**src/rtl/exu_wbu_pkg.sv**
```systemverilog
//============================================================================
// exu_wbu_pkg : shared widths, defaults and entry type for the writeback stage
// Rev 1.0
//============================================================================
`default_nettype none

`ifndef REG_ADDR_WIDTH
`define REG_ADDR_WIDTH 5
`endif
`ifndef REG_DATA_WIDTH
`define REG_DATA_WIDTH 32
`endif
`ifndef ZeroWord
`define ZeroWord 32'h0000_0000
`endif
`ifndef WriteEnable
`define WriteEnable 1'b1
`endif
`ifndef WriteDisable
`define WriteDisable 1'b0
`endif
`ifndef WBU_FIFO_DEPTH
`define WBU_FIFO_DEPTH 2
`endif

package exu_wbu_pkg;
  localparam int ADDR_W         = `REG_ADDR_WIDTH;
  localparam int DATA_W         = `REG_DATA_WIDTH;
  localparam int DEF_FIFO_DEPTH = `WBU_FIFO_DEPTH;

  typedef logic [ADDR_W-1:0] addr_t;
  typedef logic [DATA_W-1:0] data_t;

  localparam data_t ZERO_WORD = `ZeroWord;

  typedef struct packed {
    addr_t waddr;
    data_t wdata;
  } wb_req_t;
endpackage

`default_nettype wire

```
**src/rtl/exu_wbu_if.sv**
```systemverilog
//============================================================================
// exu_wbu_if : ALU/LSU inputs, register-file write and forwarding port bundle
// Rev 1.0
//============================================================================
`default_nettype none

interface exu_wbu_if
  import exu_wbu_pkg::*;
#(
  parameter int FIFO_DEPTH = DEF_FIFO_DEPTH,
  parameter int PTR_W      = $clog2(FIFO_DEPTH)
) ();
  logic             alu_valid_i;
  logic             alu_ready_o;
  logic             alu_reg_we_i;
  addr_t            alu_reg_waddr_i;
  data_t            alu_result_i;
  logic             lsu_valid_i;
  addr_t            lsu_waddr_i;
  data_t            lsu_wdata_i;
  logic             reg_we_o;
  addr_t            reg_waddr_o;
  data_t            reg_wdata_o;
  logic [PTR_W:0]   fifo_cnt_o;
  addr_t            fwd_raddr_i;
  logic             fwd_hit_o;
  data_t            fwd_data_o;

  modport mst (
    output alu_valid_i, alu_reg_we_i, alu_reg_waddr_i, alu_result_i,
    output lsu_valid_i, lsu_waddr_i, lsu_wdata_i, fwd_raddr_i,
    input  alu_ready_o, reg_we_o, reg_waddr_o, reg_wdata_o,
    input  fifo_cnt_o, fwd_hit_o, fwd_data_o
  );

  modport slv (
    input  alu_valid_i, alu_reg_we_i, alu_reg_waddr_i, alu_result_i,
    input  lsu_valid_i, lsu_waddr_i, lsu_wdata_i, fwd_raddr_i,
    output alu_ready_o, reg_we_o, reg_waddr_o, reg_wdata_o,
    output fifo_cnt_o, fwd_hit_o, fwd_data_o
  );
endinterface

`default_nettype wire

```
**src/rtl/wbu_result_fifo.sv**
```systemverilog
//============================================================================
// wbu_result_fifo : in-order ALU result buffer with kill-by-address and
// optional forwarding search (enabled by macro WBU_FWD_EN).  Rev 1.0
//============================================================================
`default_nettype none

module wbu_result_fifo
  import exu_wbu_pkg::*;
#(
  parameter int FIFO_DEPTH = DEF_FIFO_DEPTH,
  parameter int PTR_W      = $clog2(FIFO_DEPTH)
) (
  input  wire logic           clk,
  input  wire logic           rst,
  input  wire logic           i_push,
  input  wire wb_req_t        i_push_req,
  input  wire logic           i_pop,
  input  wire logic           i_kill_en,
  input  wire addr_t          i_kill_addr,
  output logic                o_full,
  output logic                o_empty,
  output logic                o_head_valid,
  output wb_req_t             o_head_req,
  output logic [PTR_W:0]      o_cnt,
  input  wire addr_t          i_fwd_raddr,
  input  wire logic           i_out_we,
  input  wire addr_t          i_out_addr,
  input  wire data_t          i_out_data,
  output logic                o_fwd_hit,
  output data_t               o_fwd_data
);
  logic [PTR_W:0]        r_wptr;
  logic [PTR_W:0]        r_rptr;
  logic [FIFO_DEPTH-1:0] r_valid;
  wb_req_t               r_mem [FIFO_DEPTH];
  logic [PTR_W-1:0]      w_widx;
  logic [PTR_W-1:0]      w_ridx;

  assign w_widx       = r_wptr[PTR_W-1:0];
  assign w_ridx       = r_rptr[PTR_W-1:0];
  assign o_cnt        = r_wptr - r_rptr;
  assign o_full       = (o_cnt == (PTR_W+1)'(FIFO_DEPTH));
  assign o_empty      = (r_wptr == r_rptr);
  assign o_head_valid = r_valid[w_ridx];
  assign o_head_req   = r_mem[w_ridx];

  // Kill precedes push so a same-cycle (younger) entry keeps its valid bit.
  always_ff @(posedge clk or negedge rst) begin
    if (!rst) begin
      r_wptr  <= '0;
      r_rptr  <= '0;
      r_valid <= '0;
    end else begin
      for (int i = 0; i < FIFO_DEPTH; i++) begin
        if (i_kill_en && (r_mem[i].waddr == i_kill_addr)) r_valid[i] <= 1'b0;
      end
      if (i_push) begin
        r_valid[w_widx] <= 1'b1;
        r_wptr          <= r_wptr + 1'b1;
      end
      if (i_pop) r_rptr <= r_rptr + 1'b1;
    end
  end

  always_ff @(posedge clk) begin
    if (i_push) r_mem[w_widx] <= i_push_req;
  end

`ifdef WBU_FWD_EN
  // Walk oldest to youngest so the last match is the youngest pending write.
  always_comb begin
    logic [PTR_W-1:0] idx;
    idx        = '0;
    o_fwd_hit  = i_out_we && (i_out_addr == i_fwd_raddr) && (i_fwd_raddr != '0);
    o_fwd_data = o_fwd_hit ? i_out_data : ZERO_WORD;
    for (int i = 0; i < FIFO_DEPTH; i++) begin
      idx = w_ridx + PTR_W'(i);
      if (((PTR_W+1)'(i) < o_cnt) && r_valid[idx] &&
          (r_mem[idx].waddr == i_fwd_raddr) && (i_fwd_raddr != '0)) begin
        o_fwd_hit  = 1'b1;
        o_fwd_data = r_mem[idx].wdata;
      end
    end
  end
`else
  logic w_unused_fwd;
  assign w_unused_fwd = ^{i_fwd_raddr, i_out_we, i_out_addr, i_out_data};
  assign o_fwd_hit    = 1'b0;
  assign o_fwd_data   = ZERO_WORD;
`endif

endmodule

`default_nettype wire

```
**src/rtl/exu_wbu.sv**
```systemverilog
//============================================================================
// exu_wbu : writeback arbitration (LSU over ALU) and registered RF write port
// Rev 1.0
//============================================================================
`default_nettype none

module exu_wbu
  import exu_wbu_pkg::*;
#(
  parameter int FIFO_DEPTH = DEF_FIFO_DEPTH,
  parameter int PTR_W      = $clog2(FIFO_DEPTH)
) (
  input  wire logic clk,
  input  wire logic rst,
  exu_wbu_if.slv    bus
);
  logic           w_full;
  logic           w_empty;
  logic           w_head_valid;
  wb_req_t        w_head_req;
  wb_req_t        w_alu_req;
  logic [PTR_W:0] w_cnt;
  logic           w_alu_wr;
  logic           w_push;
  logic           w_pop;
  logic           r_we;
  addr_t          r_waddr;
  data_t          r_wdata;

  // A handshake with no destination (we=0 or x0) is accepted and dropped.
  assign w_alu_wr  = bus.alu_valid_i && !w_full && bus.alu_reg_we_i &&
                     (bus.alu_reg_waddr_i != '0);
  assign w_alu_req = '{waddr: bus.alu_reg_waddr_i, wdata: bus.alu_result_i};
  assign w_pop     = !bus.lsu_valid_i && !w_empty;
  assign w_push    = w_alu_wr && (bus.lsu_valid_i || !w_empty);

  wbu_result_fifo #(
    .FIFO_DEPTH (FIFO_DEPTH),
    .PTR_W      (PTR_W)
  ) u_fifo (
    .clk          (clk),
    .rst          (rst),
    .i_push       (w_push),
    .i_push_req   (w_alu_req),
    .i_pop        (w_pop),
    .i_kill_en    (bus.lsu_valid_i),
    .i_kill_addr  (bus.lsu_waddr_i),
    .o_full       (w_full),
    .o_empty      (w_empty),
    .o_head_valid (w_head_valid),
    .o_head_req   (w_head_req),
    .o_cnt        (w_cnt),
    .i_fwd_raddr  (bus.fwd_raddr_i),
    .i_out_we     (r_we),
    .i_out_addr   (r_waddr),
    .i_out_data   (r_wdata),
    .o_fwd_hit    (bus.fwd_hit_o),
    .o_fwd_data   (bus.fwd_data_o)
  );

  always_ff @(posedge clk or negedge rst) begin
    if (!rst) begin
      r_we    <= 1'b0;
      r_waddr <= '0;
      r_wdata <= ZERO_WORD;
    end else if (bus.lsu_valid_i) begin
      r_we    <= 1'b1;
      r_waddr <= bus.lsu_waddr_i;
      r_wdata <= bus.lsu_wdata_i;
    end else if (!w_empty) begin
      r_we    <= w_head_valid;
      r_waddr <= w_head_req.waddr;
      r_wdata <= w_head_req.wdata;
    end else if (w_alu_wr) begin
      r_we    <= 1'b1;
      r_waddr <= w_alu_req.waddr;
      r_wdata <= w_alu_req.wdata;
    end else begin
      r_we    <= 1'b0;
    end
  end

  assign bus.alu_ready_o = !w_full;
  assign bus.reg_we_o    = r_we;
  assign bus.reg_waddr_o = r_waddr;
  assign bus.reg_wdata_o = r_wdata;
  assign bus.fifo_cnt_o  = w_cnt;

endmodule

`default_nettype wire

```
**src/flat_wrapper.sv**
```systemverilog
// flat-port wrapper written by rule: the top's interface ports become plain ports
module exu_wbu_flat import exu_wbu_pkg::*;
#(
  parameter int FIFO_DEPTH = DEF_FIFO_DEPTH,
  parameter int PTR_W      = $clog2(FIFO_DEPTH)
)
  (clk, rst, bus_alu_valid_i, bus_alu_reg_we_i, bus_alu_reg_waddr_i, bus_alu_result_i, bus_lsu_valid_i, bus_lsu_waddr_i, bus_lsu_wdata_i, bus_fwd_raddr_i, bus_alu_ready_o, bus_reg_we_o, bus_reg_waddr_o, bus_reg_wdata_o, bus_fifo_cnt_o, bus_fwd_hit_o, bus_fwd_data_o);
  exu_wbu_if #(.FIFO_DEPTH(FIFO_DEPTH), .PTR_W(PTR_W)) bus_i ();
  input  wire logic clk;
  input  wire logic rst;
  input wire logic [$bits(bus_i.alu_valid_i)-1:0] bus_alu_valid_i;
  input wire logic [$bits(bus_i.alu_reg_we_i)-1:0] bus_alu_reg_we_i;
  input wire logic [$bits(bus_i.alu_reg_waddr_i)-1:0] bus_alu_reg_waddr_i;
  input wire logic [$bits(bus_i.alu_result_i)-1:0] bus_alu_result_i;
  input wire logic [$bits(bus_i.lsu_valid_i)-1:0] bus_lsu_valid_i;
  input wire logic [$bits(bus_i.lsu_waddr_i)-1:0] bus_lsu_waddr_i;
  input wire logic [$bits(bus_i.lsu_wdata_i)-1:0] bus_lsu_wdata_i;
  input wire logic [$bits(bus_i.fwd_raddr_i)-1:0] bus_fwd_raddr_i;
  output wire logic [$bits(bus_i.alu_ready_o)-1:0] bus_alu_ready_o;
  output wire logic [$bits(bus_i.reg_we_o)-1:0] bus_reg_we_o;
  output wire logic [$bits(bus_i.reg_waddr_o)-1:0] bus_reg_waddr_o;
  output wire logic [$bits(bus_i.reg_wdata_o)-1:0] bus_reg_wdata_o;
  output wire logic [$bits(bus_i.fifo_cnt_o)-1:0] bus_fifo_cnt_o;
  output wire logic [$bits(bus_i.fwd_hit_o)-1:0] bus_fwd_hit_o;
  output wire logic [$bits(bus_i.fwd_data_o)-1:0] bus_fwd_data_o;
  assign bus_i.alu_valid_i = bus_alu_valid_i;
  assign bus_i.alu_reg_we_i = bus_alu_reg_we_i;
  assign bus_i.alu_reg_waddr_i = bus_alu_reg_waddr_i;
  assign bus_i.alu_result_i = bus_alu_result_i;
  assign bus_i.lsu_valid_i = bus_lsu_valid_i;
  assign bus_i.lsu_waddr_i = bus_lsu_waddr_i;
  assign bus_i.lsu_wdata_i = bus_lsu_wdata_i;
  assign bus_i.fwd_raddr_i = bus_fwd_raddr_i;
  assign bus_alu_ready_o = bus_i.alu_ready_o;
  assign bus_reg_we_o = bus_i.reg_we_o;
  assign bus_reg_waddr_o = bus_i.reg_waddr_o;
  assign bus_reg_wdata_o = bus_i.reg_wdata_o;
  assign bus_fifo_cnt_o = bus_i.fifo_cnt_o;
  assign bus_fwd_hit_o = bus_i.fwd_hit_o;
  assign bus_fwd_data_o = bus_i.fwd_data_o;
  exu_wbu #(.FIFO_DEPTH(FIFO_DEPTH), .PTR_W(PTR_W)) u_core (.clk(clk), .rst(rst), .bus(bus_i));
endmodule
```
**config.mk**
```make
export PLATFORM = sky130hd
export DESIGN_NAME = exu_wbu_flat
export DESIGN_NICKNAME = d
export VERILOG_FILES = /design/src/rtl/exu_wbu_pkg.sv /design/src/rtl/exu_wbu_if.sv /design/src/rtl/wbu_result_fifo.sv /design/src/rtl/exu_wbu.sv /design/src/flat_wrapper.sv
export SDC_FILE = /design/constraint.sdc
export NUM_CORES = 1
export LEC_CHECK = 0
export BUFFER_PORTS_ARGS = -buffer_cell sky130_fd_sc_hd__clkbuf_2
export CAP_MARGIN = 20
export CELL_PAD_IN_SITES_DETAIL_PLACEMENT = 2
export CELL_PAD_IN_SITES_GLOBAL_PLACEMENT = 2
export CORE_MARGIN = 3
export CORE_UTILIZATION = 36
export CTS_BUF_LIST = sky130_fd_sc_hd__clkbuf_8
export DETAILED_ROUTE_END_ITERATION = 6
export MAX_ROUTING_LAYER = met4
export PLACE_DENSITY_LB_ADDON = 0.25
export SLEW_MARGIN = 0
export SYNTH_ARGS = -nofsm -noshare
export SYNTH_HDL_FRONTEND = slang
export SYNTH_HIERARCHICAL = 1
export SYNTH_SLANG_ARGS = --single-unit
```
**constraint.sdc**
```tcl
create_clock -name clk -period 3.6 [get_ports clk]
set_clock_uncertainty 0.05 [all_clocks]
set_input_delay 0.54 -clock clk [delete_from_list [all_inputs] [get_ports clk]]
set_output_delay 0.54 -clock clk [all_outputs]
set_load 0.02 [all_outputs]
```
==> results of run 1 <==
## logic make-up (layout without fill, tap and decap cells)
family,Yosys count,count (layout),share of synthesized area (%)
compound gates,42,42,4.105
xor+xnor,16,16,2.459
fa+ha+maj,1,1,0.2195
buf+inv,57,160,6.981
flops,118,118,58.31
mux,112,112,23.29
other cells,1,33,0.06580
simple gates,55,55,4.567
## worst max-delay path, cell delays in order (launching register included)
cell	delay, ns
sky130_fd_sc_hd__dfrtp_1	0.45
sky130_fd_sc_hd__inv_1	0.07
sky130_fd_sc_hd__ha_1	0.20
sky130_fd_sc_hd__xnor2_1	0.14
sky130_fd_sc_hd__and2_1	0.18
sky130_fd_sc_hd__nand3b_1	0.23
sky130_fd_sc_hd__a21oi_1	0.22
sky130_fd_sc_hd__nor2b_1	0.29
sky130_fd_sc_hd__nand2_1	0.17
sky130_fd_sc_hd__inv_2	0.32
sky130_fd_sc_hd__buf_12	0.25
## final cells by class
class                   instances  area, µm²  area share [%]
clock buffers                  17      234.0           3.502
clock inverters                12      47.55          0.7116
multi-input cells             259       2103           31.48
well taps                     211      264.0           3.951
repair buffers                127      693.2           10.37
flip-flops and latches        118       3324           49.76
inverters                       4      15.01          0.2247
## state kept, by name, indices dropped and copies added (netlist names)
signal / count
u_core/bus.reg_we_o: 1
u_core/u_fifo/r_rptr: 2
u_core/bus.reg_wdata_o: 32
u_core/u_fifo/r_mem: 74
u_core/u_fifo/r_valid: 2
u_core/bus.reg_waddr_o: 5
u_core/u_fifo/r_wptr: 2
## worst max-delay path by stage
stage | to | slack, ns | depth (start not counted)
finish | u_core/u_fifo/r_mem[1][10] | 0.72 | 10
global route | u_core/u_fifo/r_mem[1][10] | 0.37 | 10
CTS | u_core/u_fifo/r_mem[1][10] | 0.63 | 10
detailed placement | u_core/u_fifo/r_mem[1][0] | 0.66 | 10
global placement | u_core/u_fifo/r_mem[1][3] | 0.82 | 10
floorplan | u_core/u_fifo/r_mem[0][0] | 0.39 | 7
## metal layers
layer  share of wire (%)  up-vias
li1                    -     1621
met1                  43     1791
met2                  50      102
met3                 5.3       11
met4                0.90        0
met5                   0        -
## stage by stage
stage / std cells / power (mW) / instance area [µm²]
finish: 748 / 5.705 / 6681
global route: 748 / 6.100 / 6681
CTS: 748 / 5.825 / 6681
detailed placement: 719 / 4.873 / 6400
global placement: 719 / 4.769 / 6400
floorplan: 434 / 4.119 / 5819
## power by group through the flow
stage / registers, mW / logic (mW) / clock network [mW]
final: 2.07 / 2.73 / 0.912
after global routing: 2.12 / 2.96 / 1.01
after CTS: 2.08 / 2.79 / 0.955
after detailed placement: 2.10 / 2.78 / 0
after global placement: 2.06 / 2.71 / 0
after floorplan: 2.33 / 1.79 / 0
## cell usage after synthesis, drive strengths merged, types with 2 or more instances
library cell,number,area share (%)
nand2,39,2.6
and2,2,0.24
nor2b,4,0.48
clkbuf,4,0.26
o21ai,37,3.2
buf,49,6.5
dfrtp,44,19
inv,4,0.26
xor2,7,1.1
a21oi,2,0.18
mux2i,37,6.5
xnor2,9,1.4
edfxtp,74,39
mux2,75,17
nor2,3,0.20
==> impl_summary.txt, run 1 <==
----------------------------------------------------
[Run status]
  Status ... complete, no violations

[Clock network]
  CTS tree ... done
  Sinks on Clock Net ... 118
  Setup Buffers After CTS ... 0
  Clock root buffer ... sky130_fd_sc_hd__clkbuf_8
  Clock transition at path regs ... 0.07 ns
  H-tree level count ... 4
  Clock Tree Buf Depth ... 2
  Post_cts resized ... 0
  Hold Buf Count CTS ... 0
  Clk_lat worst skew ... 0.42 ns
  TritonCTS buffer count ... 17

[Cells and area]
  Final-stage net count ... 612
  Fill cell count ... 1589
  Layout area overhead ... 17.23%
  Final core utilization ... 43.47%
  Diodes inserted ... 0
  Most common cell after layout, fill and taps aside ... sky130_fd_sc_hd__clkbuf_2
  Share of post-route cells with drive strength above 1 ... 42.27%
  Most frequent cells in the layout ... 119 x sky130_fd_sc_hd__clkbuf_2, 74 x sky130_fd_sc_hd__edfxtp_1, 45 x sky130_fd_sc_hd__mux2_2

[Power]
  Clk network pwr share ... 16.0%
  Total net switching power ... 2.147 mW
  Relative contribution of sequential cells to total power ... 36.3%
  Leakage power total ... 2.917 nW
  Largest vdd supply drop ... 0.4488 mV
  Switching power as a share of total power ... 37.63%
  Total power density per cell area ... 853.9 mW/mm²
  Comb pwr share ... 47.8%
  Internal power component ... 3.559 mW

[Critical path]
  End of the worst register-to-register path ... u_core/u_fifo/r_mem[1][10]
  Kind of start point of the critical path ... flip-flop
  Data required time at the worst endpoint ... 3.66 ns
  Highest fanout seen on the critical path ... 25
  Crit. End Element ... flip-flop
  Endpoint arrival time on the critical path ... 2.94 ns
  Startpoint of the most critical register-to-register path ... u_core/u_fifo/r_wptr[0]
  Crit Path Category ... reg -> reg
  Cell depth of the worst flop-to-flop path ... 10
  Register-to-Register Setup Slack ... 0.72 ns
  Worst setup path startpoint ... u_core/u_fifo/r_wptr[0]

[Drt]
  Initial detailed-routing violation count ... 123
  Count of vias placed by the detailed router ... 3525
  Detailed-route wire length ... 13.89 mm
  Vias per Instance ... 4.713
  Total iterations of the first detailed-routing run ... 4
  WL/cell ... 18.56 µm
  Antenna Nets Post-Route ... 0
  DRC violation count after routing ... 0

[Timing]
  Min Hold Slack ... 0.1744 ns
  Unrepaired setup endpoints after global routing ... false
  Max-slew headroom ... 40.42%
  Post-route worst setup slack ... 0.7191 ns
  Sum of negative setup slack ... 0 ns
  Final number of max-transition violations ... 0
  Minimum period implied by the final worst setup slack ... 2.881 ns
  Final critical-path share of the clock period ... 80.02%
  Least-Margin Pin Slew ... 0.8937 ns
  Maximum operating frequency ... 347.1 MHz
  Final Hold Fails ... 0
  Final setup violation count ... 0

[Worst hold path]
  Type of the tightest min-delay check ... in -> async

[Global route]
  Met2 usage ... 27.42%
  Initial antenna violation count ... 0
  Total routing resource utilization after global routing ... 17.03%
  GR Util met1 ... 20.95%
  GRT Max-Usage Layer ... met2
  Vias in the first global route ... 4040
  Pin count of the biggest net entering global routing ... 79
  Remaining global-route overflow ... 0
  Met3 GRT Util ... 5.382%
  First-pass GRT wire length ... 22.50 mm

[Yosys]
  Seq cells post-synth ... 118
  Synthesized area per cell ... 14.18 µm²
  Number of flops mapped to enable cells by yosys ... 74
  Number of distinct library cells after synthesis ... 33
  Share of synthesized flip-flops with an asynchronous set or reset ... 37.29%
  Most common flop cell mapped by yosys ... sky130_fd_sc_hd__edfxtp_1
  Mapped Cells ... 402
  Count of synthesis-stage warnings from yosys ... 6
  Post-synthesis cell area ... 0.005699 mm²
  Portion of the post-synthesis area used by sequential elements ... 58.31%

[Placement]
  Placed wire-length estimate ... 9.501 mm
  RD Place Congestion ... 0.6891
  Quantity of I/O buffers inserted on ports ... 119
  Post-placement setup slack ... 0.6562 ns

[Floorplanning]
  Initial Util ... 37.08%
  Core Footprint ... 0.01537 mm²
  Io pins ... 158
  Placement Rows ... 45
  Die extent in y ... 131.8 µm
  Die width ... 131.8 µm
  Die Area ... 0.01738 mm²

[Job]
  Count of maximum capacitance violations ... 0

----------------------------------------------------
Power figures use the tool's default switching activity.
==> run 2, diff against run 1 <==
--- a/config.mk
+++ b/config.mk
@@ -10,7 +10,7 @@
 export CELL_PAD_IN_SITES_DETAIL_PLACEMENT = 2
 export CELL_PAD_IN_SITES_GLOBAL_PLACEMENT = 2
 export CORE_MARGIN = 3
-export CORE_UTILIZATION = 36
+export CORE_UTILIZATION = 33
 export CTS_BUF_LIST = sky130_fd_sc_hd__clkbuf_8
 export DETAILED_ROUTE_END_ITERATION = 6
 export MAX_ROUTING_LAYER = met4
==> constraint.sdc (replaced) <==
create_clock -name clk -period 2.49 [get_ports clk]
set_clock_uncertainty 0.05 [all_clocks]
set_input_delay 0.3735 -clock clk [delete_from_list [all_inputs] [get_ports clk]]
set_output_delay 0.3735 -clock clk [all_outputs]
set_load 0.02 [all_outputs]
==> run 2 against run 1 <==
Effect of this change: die area rose by 8.7%; cell count rose by 3.1%; first-iteration DRC count fell by 16%; flip-flop and latch count did not move.
==> impl_summary.txt, run 2 (same netlist as run 1, synthesis figures left out) <==
----------------------------------------------------
[Timing]
  Max-slew headroom ... 49.95% (+9.5 points)
  Unrepaired setup endpoints after global routing ... false
  Final setup violation count ... 0 (unchanged)
  Minimum period implied by the final worst setup slack ... 2.355 ns (-0.5257 ns)
  Maximum operating frequency ... 424.6 MHz (+22%)
  Final Hold Fails ... 0 (unchanged)
  Final number of max-transition violations ... 0 (unchanged)
  Least-Margin Pin Slew ... 0.7508 ns (-0.1429 ns)
  Min Hold Slack ... 0.004359 ns (-0.1700 ns)
  Final critical-path share of the clock period ... 94.58% (+15 points)

[Critical path]
  Data required time at the worst endpoint ... 2.76 ns (-0.90 ns)
  Endpoint arrival time on the critical path ... 2.62 ns (-0.32 ns)
  Crit Path Category ... reg -> reg
  Startpoint of the most critical register-to-register path ... u_core/u_fifo/r_rptr[1]
  Kind of start point of the critical path ... flip-flop
  Highest fanout seen on the critical path ... 17 (-32%)
  Worst setup path startpoint ... u_core/u_fifo/r_rptr[1]
  Crit. End Element ... flip-flop

[Run status]
  Status ... complete, no violations

[Floorplanning]
  Die extent in y ... 137.4 µm (+4.2%)
  Io pins ... 158 (unchanged)
  Die Area ... 0.01888 mm² (+8.7%)
  Placement Rows ... 47 (+4.4%)
  Die width ... 137.4 µm (+4.2%)
  Core Footprint ... 0.01676 mm² (+9.0%)
  Initial Util ... 34.01% (-3.1 points)

[Drt]
  DRC violation count after routing ... 0 (unchanged)
  Detailed-route wire length ... 14.07 mm (+1.3%)
  Count of vias placed by the detailed router ... 3508 (-0.48%)
  WL/cell ... 18.25 µm (-1.7%)
  Total iterations of the first detailed-routing run ... 4 (unchanged)
  Initial detailed-routing violation count ... 103 (-16%)
  Vias per Instance ... 4.550 (-3.5%)
  Antenna Nets Post-Route ... 0 (unchanged)

[Placement]
  RD Place Congestion ... 0.7011 (+1.7%)
  Quantity of I/O buffers inserted on ports ... 119 (unchanged)
  Post-placement cell area ... 0.006563 mm² (+2.5%)
  Number of instances in the placed design ... 737 (+2.5%)
  Placed wire-length estimate ... 9.588 mm (+0.92%)

[Cells and area]
  Design Area, Final ... 0.007034 mm² (+5.3%)
  Layout area overhead ... 23.42%
  Most frequent cells in the layout ... 119 x sky130_fd_sc_hd__clkbuf_2, 74 x sky130_fd_sc_hd__edfxtp_1, 45 x sky130_fd_sc_hd__mux2_2
  Share of post-route cells with drive strength above 1 ... 46.28% (+4.0 points)
  Largest register FFs ... 74 (unchanged)
  Most flops, register ... u_core/u_fifo/r_mem
  Final core utilization ... 41.97% (-1.5 points)
  Post-route insts no fill ... 771 (+3.1%)
  Most common cell after layout, fill and taps aside ... sky130_fd_sc_hd__clkbuf_2
  Final-stage net count ... 623 (+1.8%)
  Diodes inserted ... 0 (unchanged)

[Global route]
  Initial antenna violation count ... 0 (unchanged)
  Pin count of the biggest net entering global routing ... 79 (unchanged)
  Vias in the first global route ... 4076 (+0.89%)
  Total routing resource utilization after global routing ... 15.90% (-1.1 points)
  First-pass GRT wire length ... 21.96 mm (-2.4%)
  Remaining global-route overflow ... 0 (unchanged)

[Power]
  Largest vdd supply drop ... 0.5326 mV (+19%)
  Overall power ... 9.140 mW (+60%)
  Leakage power total ... 3.045 nW (+4.4%)
  Total power density per cell area ... 1299 mW/mm² (+52%)

[Clock network]
  Clk_lat worst skew ... 0.44 ns (+0.02 ns)
  Clock Tree Buf Depth ... 2 (unchanged)
  CTS tree ... done
  Sinks on Clock Net ... 118 (unchanged)
  Clock root buffer ... sky130_fd_sc_hd__clkbuf_8
  H-tree level count ... 4 (unchanged)
  Clock transition at path regs ... 0.08 ns (about the same)
  Hold Buf Count CTS ... 0 (unchanged)
  TritonCTS buffer count ... 17 (unchanged)

[Worst hold path]
  Type of the tightest min-delay check ... in -> async

[Job]
  Count of maximum capacitance violations ... 0 (unchanged)

----------------------------------------------------
==> run 2: changes by cell type in the layout (fill, tap and decap cells not counted), moves of 2 or more <==
cell,delta
sky130_fd_sc_hd__buf_4,+7
sky130_fd_sc_hd__clkinvlp_4,+2
sky130_fd_sc_hd__buf_12,+3
sky130_fd_sc_hd__bufinv_16,+4
sky130_fd_sc_hd__xnor2_1,-2
sky130_fd_sc_hd__inv_1,-8
sky130_fd_sc_hd__clkbuf_8,+5
==> run 2: stage by stage <==
stage	TNS (ns)	setup WS, ns
floorplan	-7.921	-0.1703
global placement	0	0.1079
detailed placement	0	0.05150
CTS	0	0.03290
global route	0	0.0005931
finish	0	0.1349
==> run 2: layer usage <==
layer / wire (µm) / share of wire, % / vias to the layer above / global-route usage, %
met5: 0 / 0 / - / -
met4: 113 / 0.80 / 0 / 3.880
met3: 745 / 5.3 / 9 / 4.858
met1: 5818 / 41 / 1746 / 18.16
li1: - / - / 1650 / -
met2: 7390 / 53 / 103 / 27.36
==> run 2: cell type report <==
type / count / area (µm²)
inverters: 4 / 18.77
clock buffers: 22 / 302.8
well taps: 220 / 275.3
flip-flops and latches: 118 / 3324
multi-input cells: 259 / 2146
repair buffers: 138 / 817.0
fillers: 1721 / 9726
clock inverters: 10 / 150.1
==> run 2: critical path, cell delays in order (launching register included) <==
cell and delay, ns:
sky130_fd_sc_hd__dfrtp_1 0.41, sky130_fd_sc_hd__xnor2_2 0.30, sky130_fd_sc_hd__xnor2_4 0.10, sky130_fd_sc_hd__and2_1 0.16, sky130_fd_sc_hd__nand3b_1 0.19, sky130_fd_sc_hd__buf_4 0.16
sky130_fd_sc_hd__a22oi_4 0.30, sky130_fd_sc_hd__buf_12 0.24, sky130_fd_sc_hd__mux2_4 0.32
==> run 2: final timing paths <==
check | end | slack, ns | depth (start not counted)
worst max-delay path | u_core/bus.reg_wdata_o[3] | 0.13 | 8
worst min-delay path | u_core/bus.reg_wdata_o[27] | 0.004 | 2
worst max register to register | u_core/bus.reg_wdata_o[3] | 0.13 | 8
worst min register to register | u_core/bus.reg_wdata_o[20] | 0.46 | 1
max in group asynchronous | u_core/u_fifo/r_rptr[0] | 1.89 | 2
min in group clk | u_core/u_fifo/r_mem[1][20] | 0.09 | 1
==> run 2: repair_timing <==
action | CTS | global route
resized for setup | 0 | 1
setup buffers | 0 | 2
endpoints found under the hold margin | 0 | 0
endpoints found under the setup margin | 0 | 72
==> run 2: report_power, final <==
group,internal (mW),total (mW),leakage [nW],switching (mW)
registers,2.71,2.98,1.19,0.269
logic,1.98,4.17,1.62,2.19
clock network,1.21,1.99,0.237,0.776
total,5.91,9.14,3.05,3.23
